===== src/rtl/minterm_sweep_if.sv =====
// minterm_sweep_if
// Groups the control/status handshake and the function-under-sweep
// connections of minterm_sweep_ctrl.
//   start, expected : sweep request and expected truth table (master -> slave)
//   f_in            : F output of the function being swept   (master -> slave)
//   abcd            : {A,B,C,D} drive, A = bit 3              (slave -> master)
//   busy, done, pass, truth, fail_cnt, fail_idx : sweep status (slave -> master)
interface minterm_sweep_if;
    logic        start;
    logic [15:0] expected;
    logic        f_in;
    logic [3:0]  abcd;
    logic        busy;
    logic        done;
    logic        pass;
    logic [15:0] truth;
    logic [4:0]  fail_cnt;
    logic [3:0]  fail_idx;

    modport master (
        output start, expected, f_in,
        input  abcd, busy, done, pass, truth, fail_cnt, fail_idx
    );

    modport slave (
        input  start, expected, f_in,
        output abcd, busy, done, pass, truth, fail_cnt, fail_idx
    );
endinterface


===== src/rtl/minterm_sweep_ctrl.sv =====
// minterm_sweep_ctrl
// Walks a 4-input combinational function through all 16 input codes,
// captures its truth table and compares it with a mask latched at start.
//
// Parameters:
//   SETTLE : extra idle clocks each vector is held before F is sampled (0..15)
// Ports:
//   clk  : rising-edge clock
//   rst  : asynchronous active-high reset
//   bus  : minterm_sweep_if.slave (start/expected/f_in in, abcd/status out)
// Build option:
//   MINTERM_SWEEP_STOP_ON_FAIL_EN : when defined, the first mismatching
//   vector ends the sweep; otherwise all 16 vectors are always swept.
module minterm_sweep_ctrl #(
    parameter int unsigned SETTLE = 1
) (
    input  logic           clk,
    input  logic           rst,
    minterm_sweep_if.slave bus
);

    localparam logic [3:0] SETTLE_C = 4'(SETTLE);

    typedef enum logic [1:0] {
        ST_IDLE  = 2'd0,
        ST_DRIVE = 2'd1,
        ST_DONE  = 2'd2
    } state_t;

    state_t      state_r, state_nx_s;
    logic [3:0]  idx_r, idx_nx_s;
    logic [3:0]  cnt_r, cnt_nx_s;
    logic [15:0] exp_r, exp_nx_s;
    logic [15:0] truth_r, truth_nx_s;
    logic [4:0]  fail_cnt_r, fail_cnt_nx_s;
    logic [3:0]  fail_idx_r, fail_idx_nx_s;
    logic        pass_r, pass_nx_s;
    logic        done_r, done_nx_s;
    logic        busy_r, busy_nx_s;
    logic        sample_s;
    logic        miss_s;
    logic        last_s;

    // State and datapath registers; reset aborts any sweep without a done pulse.
    always_ff @(posedge clk or posedge rst) begin
        if (rst) begin
            state_r    <= ST_IDLE;
            idx_r      <= 4'd0;
            cnt_r      <= 4'd0;
            exp_r      <= 16'd0;
            truth_r    <= 16'd0;
            fail_cnt_r <= 5'd0;
            fail_idx_r <= 4'd0;
            pass_r     <= 1'b0;
            done_r     <= 1'b0;
            busy_r     <= 1'b0;
        end else begin
            state_r    <= state_nx_s;
            idx_r      <= idx_nx_s;
            cnt_r      <= cnt_nx_s;
            exp_r      <= exp_nx_s;
            truth_r    <= truth_nx_s;
            fail_cnt_r <= fail_cnt_nx_s;
            fail_idx_r <= fail_idx_nx_s;
            pass_r     <= pass_nx_s;
            done_r     <= done_nx_s;
            busy_r     <= busy_nx_s;
        end
    end

    // Next-state and next-datapath logic for the sweep sequencer.
    always_comb begin
        state_nx_s    = state_r;
        idx_nx_s      = idx_r;
        cnt_nx_s      = cnt_r;
        exp_nx_s      = exp_r;
        truth_nx_s    = truth_r;
        fail_cnt_nx_s = fail_cnt_r;
        fail_idx_nx_s = fail_idx_r;
        pass_nx_s     = pass_r;
        sample_s      = (state_r == ST_DRIVE) && (cnt_r == SETTLE_C);
        miss_s        = sample_s && (bus.f_in != exp_r[idx_r]);
`ifdef MINTERM_SWEEP_STOP_ON_FAIL_EN
        last_s        = (idx_r == 4'd15) || miss_s;
`else
        last_s        = (idx_r == 4'd15);
`endif

        case (state_r)
            ST_IDLE: begin
                if (bus.start) begin
                    state_nx_s    = ST_DRIVE;
                    exp_nx_s      = bus.expected;
                    truth_nx_s    = 16'd0;
                    fail_cnt_nx_s = 5'd0;
                    fail_idx_nx_s = 4'd0;
                    pass_nx_s     = 1'b0;
                    idx_nx_s      = 4'd0;
                    cnt_nx_s      = 4'd0;
                end else begin
                    state_nx_s = ST_IDLE;
                end
            end
            ST_DRIVE: begin
                if (sample_s) begin
                    truth_nx_s[idx_r] = bus.f_in;
                    if (miss_s) begin
                        fail_cnt_nx_s = fail_cnt_r + 5'd1;
                        // fail_idx only latches on the first mismatch of the sweep
                        if (fail_cnt_r == 5'd0) begin
                            fail_idx_nx_s = idx_r;
                        end else begin
                            fail_idx_nx_s = fail_idx_r;
                        end
                    end else begin
                        fail_cnt_nx_s = fail_cnt_r;
                    end
                    if (last_s) begin
                        // idx stays on the final vector so abcd holds it afterwards
                        state_nx_s = ST_DONE;
                        pass_nx_s  = (fail_cnt_nx_s == 5'd0);
                    end else begin
                        idx_nx_s = idx_r + 4'd1;
                        cnt_nx_s = 4'd0;
                    end
                end else begin
                    cnt_nx_s = cnt_r + 4'd1;
                end
            end
            ST_DONE: begin
                state_nx_s = ST_IDLE;
            end
            default: begin
                state_nx_s = ST_IDLE;
            end
        endcase

        done_nx_s = (state_nx_s == ST_DONE);
        busy_nx_s = (state_nx_s != ST_IDLE);
    end

    assign bus.abcd     = idx_r;
    assign bus.busy     = busy_r;
    assign bus.done     = done_r;
    assign bus.pass     = pass_r;
    assign bus.truth    = truth_r;
    assign bus.fail_cnt = fail_cnt_r;
    assign bus.fail_idx = fail_idx_r;

endmodule


===== src/flat_wrapper.sv =====
// flat-port wrapper written by rule: the top's interface ports become plain ports
module minterm_sweep_ctrl_flat 
#(
    parameter int unsigned SETTLE = 1
)
  (clk, rst, bus_start, bus_expected, bus_f_in, bus_abcd, bus_busy, bus_done, bus_pass, bus_truth, bus_fail_cnt, bus_fail_idx);
  minterm_sweep_if bus_i ();
  input  logic clk;
  input  logic rst;
  input wire logic [$bits(bus_i.start)-1:0] bus_start;
  input wire logic [$bits(bus_i.expected)-1:0] bus_expected;
  input wire logic [$bits(bus_i.f_in)-1:0] bus_f_in;
  output wire logic [$bits(bus_i.abcd)-1:0] bus_abcd;
  output wire logic [$bits(bus_i.busy)-1:0] bus_busy;
  output wire logic [$bits(bus_i.done)-1:0] bus_done;
  output wire logic [$bits(bus_i.pass)-1:0] bus_pass;
  output wire logic [$bits(bus_i.truth)-1:0] bus_truth;
  output wire logic [$bits(bus_i.fail_cnt)-1:0] bus_fail_cnt;
  output wire logic [$bits(bus_i.fail_idx)-1:0] bus_fail_idx;
  assign bus_i.start = bus_start;
  assign bus_i.expected = bus_expected;
  assign bus_i.f_in = bus_f_in;
  assign bus_abcd = bus_i.abcd;
  assign bus_busy = bus_i.busy;
  assign bus_done = bus_i.done;
  assign bus_pass = bus_i.pass;
  assign bus_truth = bus_i.truth;
  assign bus_fail_cnt = bus_i.fail_cnt;
  assign bus_fail_idx = bus_i.fail_idx;
  minterm_sweep_ctrl #(.SETTLE(SETTLE)) u_core (.clk(clk), .rst(rst), .bus(bus_i));
endmodule

===== config.mk =====
export PLATFORM = sky130hd
export DESIGN_NAME = minterm_sweep_ctrl_flat
export DESIGN_NICKNAME = d
export VERILOG_FILES = /design/src/rtl/minterm_sweep_if.sv /design/src/rtl/minterm_sweep_ctrl.sv /design/src/flat_wrapper.sv
export SDC_FILE = /design/constraint.sdc
export NUM_CORES = 1
export LEC_CHECK = 0
export BUFFER_PORTS_ARGS = -buffer_cell sky130_fd_sc_hd__buf_2
export CAP_MARGIN = 10
export CORE_AREA = 10 10 97 99
export CTS_BUF_LIST = sky130_fd_sc_hd__clkbuf_4
export DETAILED_ROUTE_END_ITERATION = 12
export DIE_AREA = 0 0 107 109
export HOLD_SLACK_MARGIN = 0.02
export MAX_ROUTING_LAYER = met4
export PLACE_DENSITY = 0.64
export SLEW_MARGIN = 40
export SYNTH_ARGS = -nofsm -noshare
export SYNTH_HDL_FRONTEND = slang
export SYNTH_SLANG_ARGS = --single-unit

===== constraint.sdc =====
create_clock -name clk -period 4.2 [get_ports clk]
set_input_delay 0.84 -clock clk [delete_from_list [all_inputs] [get_ports clk]]
set_output_delay 0.84 -clock clk [all_outputs]
set_load 0.01 [all_outputs]

==> impl_metrics.tcl <==
set metrics [dict create \
    status "finished, final reports clean" \
    syn_inst 235 \
    setup.worst_path.start_class "flip-flop" \
    reg2reg_slack_ns 1.21 \
    cts_resized 0 \
    rows 32 \
    skew_ns 0.01838 \
    synthesis.yosys.warnings 0 \
    core_area_um2 7527 \
    crit_start "u_core.bus.abcd[1]$_DFFE_PP0P_" \
    track_usage_pct 11.02 \
    finalSetupTns_ns 0 \
    slew_violations 0 \
    dp_hpwl_mm 4.630 \
    start_util_pct 34.91 \
    grt_antenna_before_repair 0 \
    avgViaCountPerCell 5.116 \
    wl_per_cell_um 15.83 \
    fin_nets 312 \
    path_clk_slew_ns 0.15 \
    holdCritPathClass "reg -> reg" \
    worst-endpoint-required_ns 4.48 \
    final_hold_viol_count 0 \
    leakagePower_nw 1.381 \
    syn_area_um2 2628 \
    timing.rr.start "u_core.bus.abcd[1]$_DFFE_PP0P_" \
    p_per_area_nw_per_um2 573.5 \
    hp-start "u_core.bus.truth[5]$_DFFE_PP0P_" \
    syn_nets 263 \
    io_pins 52 \
    drt_iter0_drc 85 \
    diodes 0 \
    worst_pin_slew_ns 0.7491 \
    fin_crit_sh_pct 71.23 \
    die_x_um 107 \
    fmax_ghz 0.3342 \
    holdBufCountCts 0 \
    tritoncts "built" \
    drc 0 \
    cts_root_buf "clkbuf_4" \
    fill_cells 786 \
    ctsHtreeMaxLevel 2 \
    cts_buffers 5 \
    setup_viol 0 \
    post_cts_buffers 0 \
    yosysSeqAreaShare_pct 51.43 \
    drive_gt1_share_pct 30.53 \
    cp.arrival_ns 3.27 \
    rsz0062_at_grt "no" \
    clock_latency_ns 0.37 \
    end_kind "flip-flop" \
    vias 1980 \
    vdd_drop_max_mv 0.2110 \
    grt_pass1_wl_mm 10.23 \
    max-cap-violations 0 \
    postRouteAntennaNets 0 \
    grt_overflow_total 0 \
    synth_seq_cells 54 \
    place_inst 379 \
    cts_max_path_buffers 2 \
    clkSinkCount 54 \
    die_y_um 109 \
    path_max_fanout 11 \
    gp_congestion 0.7889 \
    criticalPathCategory "reg -> reg" \
    relSlewSlack_pct 50.06 \
    totalWireLength_mm 6.125 \
    area_growth_syn_to_layout_pct 14.76 \
    synth_cell_types 39 \
    dr.pass1.iters 4 \
    syn_area_per_cell_um2 11.18 \
    numPortBuffers 51 \
    fp.dieArea_um2 11660 \
    grt_pass1_vias 1972 \
    grt_max_degree 55 \
    final_cells 387 \
    period_minus_slack_ns 2.992 \
]
==> sequential cells by signal, indices dropped and copies added (netlist names) <==
signal and flops:
u_core.bus.fail_idx 4, u_core.cnt_r 4, u_core.bus.busy 1, u_core.bus.truth 16, u_core.bus.pass 1, u_core.bus.done 1, u_core.bus.fail_cnt 5, u_core.bus.abcd 4
u_core.exp_r 16, u_core.state_r 2
==> layout by cell type (no fill, tap or decap), drive strengths merged, types with 5 or more instances in the layout <==
cell type,netlist,routed
nor2,11,11
mux4,5,5
nand2b,5,5
ha,8,8
inv,8,8
dfrtp,54,54
nand3,12,12
clkbuf,10,6
buf,1,53
a21oi,14,14
nand2,8,8
o21ai,44,44
a22o,5,5
mux2,18,18
==> where the power goes <==
part / internal (mW) / switching [mW] / total (mW)
Clock: 0.0699 / 0.154 / 0.224
Combinational: 0.312 / 0.381 / 0.693
Sequential: 0.649 / 0.163 / 0.813
==> critical path, cell delays in order (launching register included) <==
cell and delay (ns):
dfrtp_1 0.60, mux4_1 0.61, mux4_2 0.53, xnor2_4 0.20, nor3_1 0.50, o21ai_1 0.21, a22o_2 0.26
==> layer usage <==
layer  track usage [%]  up-vias  wire length [um]
li1                  -      965                 -
met1             14.65      961              2956
met2             16.51       50              2815
met3             2.950        4               317
met4             2.321        0                35
met5                 -        -                 0
==> cells by family after synthesis <==
kind of cell | count (synthesis) | share of synthesized area [%]
adders and majority gates | 8 | 3.810
DFF | 54 | 51.43
AOI/OAI and AO/OA | 78 | 17.24
xor gates and xnor gates | 1 | 1.048
muxes | 24 | 12.95
buffers and inverters | 19 | 3.762
and+or+nand+nor | 51 | 9.763
==> per-stage QoR <==
stage               power, mW  area (um^2)  setup WS (ns)  hold slack (ns)  util (%)
CTS                     1.752         3015          1.217           0.5253     40.06
floorplan               1.299         2628          1.525           0.4720         -
global placement        1.509         2962          1.377           0.4855     39.35
finish                  1.729         3015          1.208           0.5233     40.06
global route            1.881         3015          1.039           0.5428     40.06
detailed placement      1.525         2962          1.214           0.4917     39.35
==> cells in the mapped netlist (all sizes together) <==
cell type | count | area [um^2]
a21boi | 1 | 7.510
a21oi | 14 | 70.07
a22o | 5 | 45.04
a311o | 1 | 10.01
a31oi | 4 | 25.02
a32o | 3 | 30.03
and2 | 1 | 6.260
and3 | 1 | 6.260
buf | 1 | 11.26
clkbuf | 10 | 57.56
dfrtp | 54 | 1351
ha | 8 | 100.1
inv | 8 | 30.03
mux2 | 18 | 206.4
mux2i | 1 | 10.01
mux4 | 5 | 123.9
nand2 | 8 | 30.03
nand2b | 5 | 31.28
nand3 | 12 | 60.06
nand4 | 1 | 6.260
nor2 | 11 | 43.80
nor2b | 3 | 18.77
nor3 | 4 | 20.02
nor3b | 2 | 15.01
o211ai | 1 | 7.510
o21a | 2 | 15.01
o21ai | 44 | 220.2
o22ai | 1 | 6.260
o2bb2ai | 1 | 8.760
o31ai | 1 | 7.510
or2 | 2 | 12.51
or3 | 1 | 6.260
xnor2 | 1 | 27.53
==> path summary, 6_finish.rpt <==
kind                                                      endpoint  cells past startpoint
worst min-delay path               u_core.bus.truth[5]$_DFFE_PP0P_                      2
worst max register to register  u_core.bus.fail_idx[1]$_DFFE_PP0P_                      6
worst min register to register     u_core.bus.truth[5]$_DFFE_PP0P_                      2
worst max-delay path            u_core.bus.fail_idx[1]$_DFFE_PP0P_                      6
min in group asynchronous              u_core.cnt_r[2]$_DFFE_PP0P_                      3
max in group asynchronous          u_core.bus.truth[4]$_DFFE_PP0P_                      3
==> layout make-up <==
| type | count | area (um^2) | share of cell area, % |
|---|---|---|---|
| Sequential cell | 54 | 1351 | 44.81 |
| Multi-Input combinational cell | 162 | 1182 | 39.21 |
| Timing Repair Buffer | 53 | 270.3 | 8.963 |
| Tap cell | 102 | 127.6 | 4.232 |
| Clock buffer | 6 | 45.04 | 1.494 |
| Inverter | 8 | 30.03 | 0.9959 |
| Clock inverter | 2 | 8.758 | 0.2905 |
Note: power is estimated with default switching activity, not from simulation.
